[src/rtl/lights_pkg.sv]
`default_nettype none
// ============================================================================
// Module   : lights_pkg
// Brief    : Phase/state encoding, light-bus code constants and phase helpers
//            shared by the traffic-light bus monitor.
// Revision : 1.0
// ============================================================================
package lights_pkg;

    // Phase states share their 2-bit phase encoding in bits [1:0].
    typedef enum logic [2:0] {
        ST_RED       = 3'd0,
        ST_RED_AMBER = 3'd1,
        ST_GREEN     = 3'd2,
        ST_AMBER     = 3'd3,
        ST_SYNC      = 3'd4
    } state_t;

    localparam logic [2:0] CODE_RED       = 3'b100;
    localparam logic [2:0] CODE_RED_AMBER = 3'b110;
    localparam logic [2:0] CODE_GREEN     = 3'b001;
    localparam logic [2:0] CODE_AMBER     = 3'b010;

    function automatic state_t next_phase(input state_t s);
        case (s)
            ST_RED:       return ST_RED_AMBER;
            ST_RED_AMBER: return ST_GREEN;
            ST_GREEN:     return ST_AMBER;
            ST_AMBER:     return ST_RED;
            default:      return ST_SYNC;
        endcase
    endfunction

    // Illegal codes map to ST_SYNC.
    function automatic state_t decode_code(input logic [2:0] code);
        case (code)
            CODE_RED:       return ST_RED;
            CODE_RED_AMBER: return ST_RED_AMBER;
            CODE_GREEN:     return ST_GREEN;
            CODE_AMBER:     return ST_AMBER;
            default:        return ST_SYNC;
        endcase
    endfunction

endpackage
`default_nettype wire

[src/rtl/lights_dwell_ctr.sv]
`default_nettype none
// ============================================================================
// Module   : lights_dwell_ctr
// Brief    : Saturating phase dwell counter with load-1 / increment / clear
//            controls and at-max / below-min flags.
// Revision : 1.0
// ============================================================================
module lights_dwell_ctr #(
    parameter int MIN_DWELL = 1,
    parameter int MAX_DWELL = 1
) (
    input  logic clk,
    input  logic rst_n,
    input  logic i_clr,
    input  logic i_load,
    input  logic i_inc,
    output logic o_at_max,
    output logic o_below_min
);

    localparam int c_dw_w = $clog2(MAX_DWELL + 1);
    localparam logic [c_dw_w-1:0] c_max = c_dw_w'(MAX_DWELL);
    localparam logic [c_dw_w-1:0] c_min = c_dw_w'(MIN_DWELL);

    logic [c_dw_w-1:0] r_cnt;

    always_ff @(posedge clk or negedge rst_n) begin
        if (!rst_n) begin
            r_cnt <= '0;
        end else if (i_clr) begin
            r_cnt <= '0;
        end else if (i_load) begin
            r_cnt <= c_dw_w'(1);
        end else if (i_inc && (r_cnt != c_max)) begin
            r_cnt <= r_cnt + 1'b1;
        end
    end

    assign o_at_max    = (r_cnt == c_max);
    assign o_below_min = (r_cnt < c_min);

endmodule
`default_nettype wire

[src/rtl/lights_monitor.sv]
`default_nettype none
// ============================================================================
// Module   : lights_monitor
// Brief    : Passive checker for the {red, amber, green} bus: phase order,
//            dwell limits, sticky error flags and cycle/error statistics.
//            Statistics counters exist only with LIGHTS_MON_STATS_EN defined.
// Revision : 1.0
// ============================================================================
module lights_monitor
    import lights_pkg::*;
#(
    parameter int MIN_DWELL = 1,
    parameter int MAX_DWELL = 1,
    parameter int CNT_W     = 8
) (
    input  logic             clk,
    input  logic             rst_n,
    input  logic             red,
    input  logic             amber,
    input  logic             green,
    input  logic             clr,
    output logic             locked,
    output logic [1:0]       phase,
    output logic             err_illegal,
    output logic             err_seq,
    output logic             err_dwell,
    output logic             err_pulse,
    output logic [CNT_W-1:0] cycle_count,
    output logic [CNT_W-1:0] err_count
);

    state_t     r_state, w_state_nxt, w_code_st;
    logic [2:0] w_code;
    logic       w_legal;
    logic       w_dw_load, w_dw_inc, w_dw_clr, w_at_max, w_below_min;
    logic       w_set_ill, w_set_seq, w_set_dwell, w_cycle_done, w_err_event;
    logic       r_locked, r_err_illegal, r_err_seq, r_err_dwell, r_err_pulse;
    logic [1:0] r_phase;

    assign w_code    = {red, amber, green};
    assign w_code_st = decode_code(w_code);
    assign w_legal   = (w_code_st != ST_SYNC);

    lights_dwell_ctr #(
        .MIN_DWELL (MIN_DWELL),
        .MAX_DWELL (MAX_DWELL)
    ) u_dwell (
        .clk         (clk),
        .rst_n       (rst_n),
        .i_clr       (w_dw_clr),
        .i_load      (w_dw_load),
        .i_inc       (w_dw_inc),
        .o_at_max    (w_at_max),
        .o_below_min (w_below_min)
    );

    always_comb begin
        w_state_nxt  = r_state;
        w_dw_load    = 1'b0;
        w_dw_inc     = 1'b0;
        w_dw_clr     = 1'b0;
        w_set_ill    = 1'b0;
        w_set_seq    = 1'b0;
        w_set_dwell  = 1'b0;
        w_cycle_done = 1'b0;
        if (r_state == ST_SYNC) begin
            if (w_legal) begin
                w_state_nxt = w_code_st;
                w_dw_load   = 1'b1;
            end else begin
                w_set_ill = 1'b1;
            end
        end else if (!w_legal) begin
            w_set_ill   = 1'b1;
            w_state_nxt = ST_SYNC;
            w_dw_clr    = 1'b1;
        end else if (w_code_st == r_state) begin
            w_dw_inc    = 1'b1;
            w_set_dwell = w_at_max;
        end else if (w_code_st == next_phase(r_state)) begin
            w_state_nxt  = w_code_st;
            w_dw_load    = 1'b1;
            w_set_dwell  = w_below_min;
            w_cycle_done = (r_state == ST_AMBER);
        end else begin
            // Legal but out of order: flag it and follow the observed phase.
            w_set_seq   = 1'b1;
            w_state_nxt = w_code_st;
            w_dw_load   = 1'b1;
        end
    end

    assign w_err_event = w_set_ill | w_set_seq | w_set_dwell;

    always_ff @(posedge clk or negedge rst_n) begin
        if (!rst_n) begin
            r_state       <= ST_SYNC;
            r_locked      <= 1'b0;
            r_phase       <= 2'd0;
            r_err_illegal <= 1'b0;
            r_err_seq     <= 1'b0;
            r_err_dwell   <= 1'b0;
            r_err_pulse   <= 1'b0;
        end else begin
            r_state       <= w_state_nxt;
            r_locked      <= (w_state_nxt != ST_SYNC);
            r_phase       <= w_state_nxt[1:0];
            // A fresh error outranks a simultaneous clear.
            r_err_illegal <= w_set_ill   | (r_err_illegal & ~clr);
            r_err_seq     <= w_set_seq   | (r_err_seq     & ~clr);
            r_err_dwell   <= w_set_dwell | (r_err_dwell   & ~clr);
            r_err_pulse   <= w_err_event;
        end
    end

    assign locked      = r_locked;
    assign phase       = r_phase;
    assign err_illegal = r_err_illegal;
    assign err_seq     = r_err_seq;
    assign err_dwell   = r_err_dwell;
    assign err_pulse   = r_err_pulse;

`ifdef LIGHTS_MON_STATS_EN
    logic [CNT_W-1:0] r_cycle_count, r_err_count;

    always_ff @(posedge clk or negedge rst_n) begin
        if (!rst_n) begin
            r_cycle_count <= '0;
            r_err_count   <= '0;
        end else begin
            if (w_cycle_done) begin
                r_cycle_count <= r_cycle_count + 1'b1;
            end
            if (w_err_event && !(&r_err_count)) begin
                r_err_count <= r_err_count + 1'b1;
            end
        end
    end

    assign cycle_count = r_cycle_count;
    assign err_count   = r_err_count;
`else
    logic w_unused_stats;
    assign w_unused_stats = w_cycle_done;
    assign cycle_count    = '0;
    assign err_count      = '0;
`endif

endmodule
`default_nettype wire

[config.mk]
export PLATFORM = sky130hd
export DESIGN_NAME = lights_monitor
export DESIGN_NICKNAME = d
export VERILOG_FILES = /design/src/rtl/lights_pkg.sv /design/src/rtl/lights_dwell_ctr.sv /design/src/rtl/lights_monitor.sv
export SDC_FILE = /design/constraint.sdc
export NUM_CORES = 1
export LEC_CHECK = 0
export ABC_AREA = 1
export CORE_ASPECT_RATIO = 1.25
export CORE_UTILIZATION = 38
export CTS_CLUSTER_DIAMETER = 40
export DETAILED_ROUTE_END_ITERATION = 16
export HOLD_SLACK_MARGIN = 0.06
export PLACE_DENSITY = 0.78
export SLEW_MARGIN = 30
export SYNTH_ARGS = -nofsm -noshare
export SYNTH_HDL_FRONTEND = slang
export SYNTH_SLANG_ARGS = --single-unit
export TNS_END_PERCENT = 50
[constraint.sdc]
create_clock -name clk -period 1.5 [get_ports clk]
set_input_delay 0.225 -clock clk [delete_from_list [all_inputs] [get_ports clk]]
set_output_delay 0.225 -clock clk [all_outputs]
set_load 0.03 [all_outputs]
==> results.sh, run 1 <==
export IMPL_outcome="finished with violations"
export IMPL_violations="setup timing"
export IMPL_reg_to_reg_critical_path_endpoint="err_pulse"
export IMPL_r2r_start="r_state[2]"
export IMPL_path_delay_family="simple AND/OR/NAND/NOR gates"
export IMPL_min_path_type="input pin to asynchronous set/reset pin"
export IMPL_placement_setup_worst_slack_ps=-637.2
export IMPL_crit_path_capture_type="flop"
export IMPL_synth_avg_cell_area_um2=7.494
export IMPL_grt_pass1_vias=622
export IMPL_power_per_cell_area_nw_per_um2=1191
export IMPL_yosys_top_cells_count="nand2_1, buf_4, inv_1"
export IMPL_number_of_antenna_violations_at_the_first_check_in_global_routing=0
export IMPL_worst_clock_skew_ps=5.056
export IMPL_setup_reg_to_reg_worst_slack_ps=-20
export IMPL_synth_async_sr_flop_share_pct=100.0
export IMPL_static_leakage_nw=0.5438
export IMPL_fp_row_count=17
export IMPL_postPlaceCellArea_um2=925.9
export IMPL_syn_cell_area_um2=726.9
export IMPL_synth_largest_area_cell="dfrtp_1"
export IMPL_timing_final_hold_violations=0
export IMPL_initial_utilization_pct=40.69
export IMPL_startpoint_type="flop"
export IMPL_htree_levels=1
export IMPL_synthMostInstantiatedCell="nand2_1"
export IMPL_worst_endpoint_arrival_ps=1670
export IMPL_critical_path_n_buffers_inverters=2
export IMPL_grt_start_max_net_pins=10
export IMPL_critical_path_max_stage_delay_ps=570
export IMPL_synth_seq_area_share_pct=31.15
export IMPL_setup_viol_count_final=2
export IMPL_post_cts_hold_buffer_count=0
export IMPL_yosys_cell_types_count=20
export IMPL_drt_iter0_markers=6
export IMPL_die_area_um2=2093
export IMPL_routed_wl_um=1449
export IMPL_cts_root_buffer="clkbuf_4"
export IMPL_n_antenna_cell=0
export IMPL_num_nets_final=138
export IMPL_clockBufferDepth=2
export IMPL_antenna_left=0
export IMPL_vias=673
export IMPL_critical_path_class="flop to flop"
export IMPL_grt_first_pass_wirelength_um=2394
export IMPL_cts_tree="done"
export IMPL_max_cap_violations=0
export IMPL_groute_usage_overall_pct=16.27
export IMPL_stdcell_area_um2=1011
export IMPL_final_layout_size_suffix_gt1_share_pct=41.54
export IMPL_timing_critical_path_mode_cell="nand2_1"
export IMPL_post_synth_top_area_fraction_pct=27.54
export IMPL_worst_r2r_cell_count=10
export IMPL_yosys_top_cells_area="dfrtp_1, buf_4, nand2_1, nand3_1, inv_1"
export IMPL_postSynthRegisterBits=9
export IMPL_layout_min_cycle_time_ps=1525
export IMPL_syn_instance_count=97
export IMPL_die_width_um=41.12
export IMPL_clk_insertion_delay_late_ps=260
export IMPL_final_core_util_pct=56.58
export IMPL_yosys_warnings=0
export IMPL_hold_worst_slack_ps=244.2
export IMPL_path_clk_slew_ps=60
export IMPL_period_share_pct=101.7
export IMPL_cp_cell_sequence="buf_6 -> inv_2 -> nand2_1 -> nor2_1 -> nand2_1 -> nand3_1 -> nor2_2 -> nor2_2 -> nor2_1 -> nand2_1"
export IMPL_cpMaxStageDelayCell="dfstp_2"
export IMPL_die_height_um=50.90
export IMPL_dp_hpwl_um=1142
export IMPL_overflow=0
export IMPL_number_of_buffers_added_by_the_clock_tree_synthesis_step=3
export IMPL_area_growth_synth_to_final_pct=39.07
export IMPL_synth_flop_cell="dfrtp_1"
export IMPL_synth_edf_count=0
export IMPL_detail_route_drc_violations=0
export IMPL_routed_via_density=4.517
export IMPL_ff_latch_area_um2=226.5
export IMPL_critical_path_peak_fanout=5
export IMPL_portBuffers=12
export IMPL_report_final_slew_viol_count=0
export IMPL_finalPower_mw=1.204
export IMPL_pin_count=29
export IMPL_max_vdd_ir_drop_uv=460.5
export IMPL_fillers=169
export IMPL_fmaxAchievable_mhz=655.7
export IMPL_multi_input_area_um2=407.9
export IMPL_worst_slack_ps=-25.00
export IMPL_placer_congestion_estimate=0.7211
export IMPL_drt_pass1_iterations=4
export IMPL_cts_sink_count=9
export IMPL_wl_per_cell_um=9.725
export IMPL_placeableCoreArea_um2=1787
export IMPL_cp_data_required_time_ps=1650
export IMPL_grt_setup_unrepaired="true"
[through the flow]
stage,setup TNS [ps],std cells
final,-26.65,149
after global routing,-328.3,149
after CTS,-4.063,146
after detailed placement,-2832,139
after global placement,-2577,139
after floorplan,-6.935,112
[area by class of cell]
class / count / share of cell area, %
inverter: 13 / 5.446
multi-input combinational: 72 / 40.35
clock buffer: 4 / 2.599
timing repair buffer: 32 / 26.86
tap: 19 / 2.351
sequential: 9 / 22.40
[worst reg2reg max path, delay by kind of cell, from the launching register on]
kind	cells	cell delay, ps
buffers and inverters	2	170
DFF	1	570
and+or+nand+nor	8	670
[cell usage in the layout, fill, tap and decap left out, types with 2 or more instances in the layout]
cell type / count
buf_4: 19
nand2_1: 18
conb_1: 16
nand2_2: 9
nand3_1: 8
dfrtp_1: 8
inv_1: 6
inv_2: 5
nor2_1: 4
dlymetal6s2s_1: 4
nand3_4: 3
nor2_2: 3
o21ai_0: 3
clkbuf_4: 3
dlygate4sd2_1: 3
nor2_4: 2
clkdlybuf4s50_1: 2
[per-layer routing]
metal	vias up	global-route usage, %	wire, um
met4	0	9.677	40
met5	-	0	0
met2	25	30.99	854
met3	6	0	78
met1	311	15.65	475
li1	331	-	-
[cells by family (layout without fill, tap and decap cells)]
kind of cell    count (synthesis)  in the layout  share of synthesized area (%)
flops                           9              9                          31.15
other cells                     1             16                         0.5159
compound gates                  6              6                          4.645
simple gates                   49             49                          36.66
fa+ha+maj                       1              1                          1.721
buf+inv                        31             49                          25.30
[sequential cells by signal (all words and copies together), names as in the netlist]
signal / flops
locked: 1
err_seq: 1
err_pulse: 1
u_dwell.o_at_max: 1
err_dwell: 1
phase: 1
err_illegal: 1
r_state: 2
[timing repair]
action                                  CTS  global route
pin swaps                                 4             5
resized for setup                        12            12
endpoints found under the setup margin    8             7
endpoints found under the hold margin     0             0
buffers inserted                          3             3
[report_power, final]
group	internal, mW	leakage, nW	switching [mW]
combinational	0.273	0.425	0.403
sequential	0.310	0.104	0.0373
clock	0.102	0.0150	0.0790
total	0.686	0.544	0.519
[how the worst max path moves through the flow]
stage | from | endpoint | cells past startpoint
2_1_floorplan | red | err_dwell | 15
3_3_place_gp | red | err_dwell | 16
3_5_place_dp | red | err_pulse | 16
4_1_cts | r_state[2] | err_pulse | 10
5_1_grt | r_state[2] | err_dwell | 11
6_report | r_state[2] | err_pulse | 10
Power figures use the tool's default switching activity.
==> run 2, diff against run 1 <==
--- a/config.mk
+++ b/config.mk
@@ -9,9 +9,11 @@
 export CORE_ASPECT_RATIO = 1.25
 export CORE_UTILIZATION = 38
 export CTS_CLUSTER_DIAMETER = 40
+export CTS_CLUSTER_SIZE = 20
 export DETAILED_ROUTE_END_ITERATION = 16
 export HOLD_SLACK_MARGIN = 0.06
 export PLACE_DENSITY = 0.78
+export SKIP_LAST_GASP = 1
 export SLEW_MARGIN = 30
 export SYNTH_ARGS = -nofsm -noshare
 export SYNTH_HDL_FRONTEND = slang
==> run 2 against run 1 <==
Against the previous run: the flow still finishes with violations (setup timing); first-iteration DRC count up 50%; non-clock buffer count down 2; clock skew down 0.62 ps; setup slack better by 13 ps; sequential share of layout area up 0.63 points; largest power group unchanged.
==> results.sh, run 2 (same netlist as run 1, synthesis figures left out) <==
export IMPL_final_layout_size_suffix_gt1_share_pct=38.28
export IMPL_grt_setup_unrepaired="true"
export IMPL_grt_pass1_vias=622
export IMPL_registers_top_by_ff_count="r_state"
export IMPL_antenna_left=0
export IMPL_groute_usage_overall_pct=16.27
export IMPL_num_nets_final=136
export IMPL_fillers=166
export IMPL_number_of_antenna_violations_at_the_first_check_in_global_routing=0
export IMPL_report_final_slew_viol_count=0
export IMPL_die_height_um=50.90
export IMPL_hold_worst_slack_ps=245.1
export IMPL_layout_common_cells="nand2_1, buf_4, conb_1"
export IMPL_critical_path_peak_fanout=2
export IMPL_startpoint_type="flop"
export IMPL_max_vdd_ir_drop_uv=393.2
export IMPL_timing_final_hold_violations=0
export IMPL_placer_congestion_estimate=0.7211
export IMPL_worst_clock_skew_ps=4.433
export IMPL_grt_first_pass_wirelength_um=2394
export IMPL_portBuffers=12
export IMPL_dp_hpwl_um=1142
export IMPL_postPlaceCellArea_um2=925.9
export IMPL_placeableCoreArea_um2=1787
export IMPL_post_cts_hold_buffer_count=0
export IMPL_grt_start_max_net_pins=10
export IMPL_placement_setup_worst_slack_ps=-637.2
export IMPL_ff_latch_area_um2=226.5
export IMPL_area_growth_synth_to_final_pct=35.28
export IMPL_fmaxAchievable_mhz=661.5
export IMPL_layout_min_cycle_time_ps=1512
export IMPL_htree_levels=1
export IMPL_period_share_pct=100.8
export IMPL_vias=659
export IMPL_drt_pass1_iterations=4
export IMPL_power_per_cell_area_nw_per_um2=1185
export IMPL_setup_viol_count_final=2
export IMPL_die_width_um=41.12
export IMPL_worst_slack_ps=-11.61
export IMPL_clk_insertion_delay_late_ps=260
export IMPL_fp_row_count=17
export IMPL_max_cap_violations=0
export IMPL_path_clk_slew_ps=60
export IMPL_finalPower_mw=1.165
export IMPL_die_area_um2=2093
export IMPL_dp_cells=139
export IMPL_clockBufferDepth=2
export IMPL_min_path_type="input pin to asynchronous set/reset pin"
export IMPL_outcome="finished with violations"
export IMPL_n_antenna_cell=0
export IMPL_routed_via_density=4.483
export IMPL_number_of_buffers_added_by_the_clock_tree_synthesis_step=3
export IMPL_routed_wl_um=1381
export IMPL_overflow=0
export IMPL_stdcell_area_um2=983.4
export IMPL_layout_commonest_cell="nand2_1"
export IMPL_wl_per_cell_um=9.395
export IMPL_cp_data_required_time_ps=1650
export IMPL_initial_utilization_pct=40.69
export IMPL_cts_sink_count=9
export IMPL_detail_route_drc_violations=0
export IMPL_cts_root_buffer="clkbuf_4"
export IMPL_multi_input_area_um2=400.4
export IMPL_critical_path_class="flop to flop"
export IMPL_fin_tns_setup_ps=-22.05
export IMPL_crit_path_capture_type="flop"
export IMPL_cts_tree="done"
export IMPL_number_of_flip_flops_in_the_largest_register=2
export IMPL_static_leakage_nw=0.5171
export IMPL_pin_count=29
export IMPL_final_core_util_pct=55.04
export IMPL_instances_no_fill=147
export IMPL_violations="setup timing"
export IMPL_drt_iter0_markers=9
export IMPL_worst_endpoint_arrival_ps=1660
run 2: cell types whose count changed in the layout (fill, tap and decap cells not counted), moves of 2 or more:
cell	previous run	this run
buf_4	19	17
clkdlybuf4s50_1	2	7
nand2_1	18	20
dlygate4sd2_1	3	1
dlymetal6s2s_1	4	1
nand2_2	9	7
run 2: timing repair:
item,4_1_cts,5_1_grt
resized for setup,10,6
cloned,0,0
setup endpoints to repair,8,9
buffers inserted,3,1
pin swaps,4,4
run 2: metal layers:
| layer | GRT usage, % | vias up | routed length [um] |
|---|---|---|---|
| li1 | - | 328 | - |
| met1 | 15.65 | 304 | 447 |
| met2 | 30.99 | 23 | 837 |
| met3 | 0 | 4 | 64 |
| met4 | 9.677 | 0 | 31 |
| met5 | 0 | - | 0 |
run 2: path summary, 6_finish.rpt:
path / start / endpoint / slack (ps) / cells after the start
max: r_state[2] / err_pulse / -10 / 11
min: rst_n / err_seq / 250 / 1
max reg2reg: r_state[2] / err_pulse / -10 / 11
min reg2reg: err_illegal / err_illegal / 480 / 2
max in group asynchronous: rst_n / r_state[2] / 950 / 1
min in group clk: err_illegal / err_illegal / 480 / 2
run 2: final cells by class:
cell class              instances  area share (%)
clock buffers                   4           2.672
inverters                      13           5.598
multi-input cells              72           40.71
flip-flops and latches          9           23.03
well taps                      19           2.417
repair buffers                 30           25.57
run 2: critical path, stage by stage (launching register included):
cell,delay [ps]
dfstp_2,570
ha_4,210
inv_2,40
nand2_2,50
nor2_4,90
nand3_2,80
nand2_2,70
inv_2,40
nand2_1,70
nand2_1,70
nand2_2,70
nand2_1,50
run 2: power breakdown:
group / total, mW / internal [mW] / switching, mW
Combinational: 0.637 / 0.255 / 0.382
Clock: 0.180 / 0.102 / 0.0781
Sequential: 0.348 / 0.310 / 0.0380
==> run 3, diff against run 2 <==
--- a/config.mk
+++ b/config.mk
@@ -7,15 +7,16 @@
 export LEC_CHECK = 0
 export ABC_AREA = 1
 export CORE_ASPECT_RATIO = 1.25
-export CORE_UTILIZATION = 38
+export CORE_UTILIZATION = 39
 export CTS_CLUSTER_DIAMETER = 40
 export CTS_CLUSTER_SIZE = 20
 export DETAILED_ROUTE_END_ITERATION = 16
 export HOLD_SLACK_MARGIN = 0.06
-export PLACE_DENSITY = 0.78
+export PLACE_DENSITY = 0.79
 export SKIP_LAST_GASP = 1
 export SLEW_MARGIN = 30
 export SYNTH_ARGS = -nofsm -noshare
 export SYNTH_HDL_FRONTEND = slang
+export SYNTH_HIERARCHICAL = 1
 export SYNTH_SLANG_ARGS = --single-unit
 export TNS_END_PERCENT = 50
==> run 3 against run 2 <==
Against the previous run: clock-buffer cell count unchanged; the run still ends with setup timing left; via count increased by 6.8%; synthesized area increased by 5.9%; critical path type unchanged; clock skew down 3.0 ps.
==> results.sh, run 3 <==
export IMPL_cts_sink_count=9
export IMPL_dp_hpwl_um=1234
export IMPL_max_cap_violations=0
export IMPL_yosys_cell_types_count=18
export IMPL_vias=704
export IMPL_grt_first_pass_wirelength_um=2346
export IMPL_drt_iter0_markers=15
export IMPL_area_growth_synth_to_final_pct=27.97
export IMPL_synth_edf_count=0
export IMPL_instances_no_fill=156
export IMPL_worst_endpoint_arrival_ps=1690
export IMPL_postSynthRegisterBits=9
export IMPL_synth_seq_area_share_pct=29.43
export IMPL_htree_levels=1
export IMPL_fin_tns_setup_ps=-67.57
export IMPL_grt_setup_unrepaired="true"
export IMPL_stdcell_area_um2=984.7
export IMPL_syn_instance_count=112
export IMPL_fmaxAchievable_mhz=649.2
export IMPL_pin_count=29
export IMPL_grt_pass1_vias=612
export IMPL_period_share_pct=102.7
export IMPL_postPlaceCellArea_um2=957.2
export IMPL_antenna_left=0
export IMPL_cp_data_required_time_ps=1650
export IMPL_synth_async_sr_flop_share_pct=100.0
export IMPL_yosys_top_cells_count="nand2_1, buf_4, nor2_1"
export IMPL_groute_usage_overall_pct=14.53
export IMPL_synth_avg_cell_area_um2=6.870
export IMPL_cts_tree="done"
export IMPL_crit_path_capture_type="flop"
export IMPL_number_of_buffers_added_by_the_clock_tree_synthesis_step=3
export IMPL_post_cts_hold_buffer_count=0
export IMPL_num_nets_final=145
export IMPL_dp_cells=152
export IMPL_die_width_um=41.73
export IMPL_worst_clock_skew_ps=1.482
export IMPL_cts_root_buffer="clkbuf_4"
export IMPL_grt_start_max_net_pins=10
export IMPL_die_area_um2=2156
export IMPL_violations="setup timing"
export IMPL_layout_min_cycle_time_ps=1540
export IMPL_path_clk_slew_ps=60
export IMPL_n_antenna_cell=0
export IMPL_placement_setup_worst_slack_ps=-609.3
export IMPL_routed_via_density=4.513
export IMPL_clk_insertion_delay_late_ps=260
export IMPL_timing_final_hold_violations=0
export IMPL_initial_utilization_pct=42.56
export IMPL_syn_cell_area_um2=769.5
export IMPL_critical_path_class="flop to flop"
export IMPL_yosys_warnings=6
export IMPL_die_height_um=51.66
export IMPL_final_core_util_pct=54.46
export IMPL_report_final_slew_viol_count=0
export IMPL_portBuffers=12
export IMPL_max_vdd_ir_drop_uv=398.6
export IMPL_critical_path_peak_fanout=4
export IMPL_drt_pass1_iterations=4
export IMPL_outcome="finished with violations"
export IMPL_wl_per_cell_um=9.288
export IMPL_setup_viol_count_final=2
export IMPL_ff_latch_area_um2=226.5
export IMPL_detail_route_drc_violations=0
export IMPL_overflow=0
export IMPL_number_of_flip_flops_in_the_largest_register=2
export IMPL_number_of_antenna_violations_at_the_first_check_in_global_routing=0
export IMPL_multi_input_area_um2=437.9
export IMPL_fp_row_count=17
export IMPL_post_synth_top_area_fraction_pct=26.02
export IMPL_static_leakage_nw=0.5496
export IMPL_placeableCoreArea_um2=1808
export IMPL_final_layout_size_suffix_gt1_share_pct=30.66
export IMPL_startpoint_type="flop"
export IMPL_layout_common_cells="nand2_1, conb_1, nor2_1"
export IMPL_worst_slack_ps=-40.43
export IMPL_synth_flop_cell="dfrtp_1"
export IMPL_power_per_cell_area_nw_per_um2=1203
export IMPL_routed_wl_um=1449
export IMPL_synthMostInstantiatedCell="nand2_1"
export IMPL_synth_largest_area_cell="dfrtp_1"
export IMPL_placer_congestion_estimate=0.8002
export IMPL_fillers=181
export IMPL_registers_top_by_ff_count="r_state"
export IMPL_layout_commonest_cell="nand2_1"
export IMPL_yosys_top_cells_area="dfrtp_1, buf_4, nand2_1, nand3_1, nor2_1"
export IMPL_min_path_type="input pin to asynchronous set/reset pin"
export IMPL_clockBufferDepth=2
export IMPL_post_cts_repair_setup_buffers=0
## run 3: worst max-delay path, stage by stage, from the launching register on
cell	delay, ps
dfstp_2	580
ha_4	210
inv_2	50
nand2_1	40
nor2_1	80
nand3_1	100
nand3_2	110
nor2_1	50
nor2_1	130
nand2_1	80
## run 3: metal layers
metal | share of wire, % | GRT usage, %
met1 | 38 | 13.39
met2 | 55 | 26.56
met3 | 3.1 | 1.389
met4 | 4.1 | 15.59
met5 | 0 | 0
## run 3: cell type report
class / count / area share, %
multi-input combinational: 85 / 44.47
sequential: 9 / 23.00
timing repair buffer: 24 / 20.97
inverter: 15 / 6.480
tap: 19 / 2.414
clock buffer: 4 / 2.668
## run 3: kinds of logic (layout without fill, tap and decap cells)
logic type,count (synthesis),count (layout),share of synthesized area (%)
other,1,16,0.4873
DFF,9,9,29.43
AOI/OAI and AO/OA,4,4,3.089
and+or+nand+nor,64,64,40.49
buffers and inverters,33,43,24.88
adders and majority gates,1,1,1.626
## run 3: what timing repair did
| action | CTS | global route |
|---|---|---|
| setup endpoints to repair | 10 | 9 |
| pin swaps | 3 | 5 |
| resized for setup | 10 | 3 |
## run 3: worst paths after layout
kind / start / endpoint / slack (ps) / cells past startpoint
max reg2reg: r_state[2] / err_pulse / -40 / 9
min in group clk: green / phase[0] / 440 / 4
max: r_state[2] / err_pulse / -40 / 9
min: rst_n / err_dwell / 250 / 1
min reg2reg: err_illegal / err_illegal / 470 / 2
max in group asynchronous: rst_n / r_state[2] / 940 / 1
## run 3: metrics by stage
stage | power (mW) | hold WS (ps)
global route | 1.264 | 268.0
CTS | 1.189 | 257.8
finish | 1.185 | 248.7
global placement | 0.9784 | 464.7
detailed placement | 1.004 | 465.0
floorplan | 0.8137 | -70.59
## run 3: report_power, final
group          internal, mW  switching, mW  leakage [nW]
clock                 0.102         0.0821        0.0150
sequential            0.309         0.0452         0.106
combinational         0.253          0.392         0.428
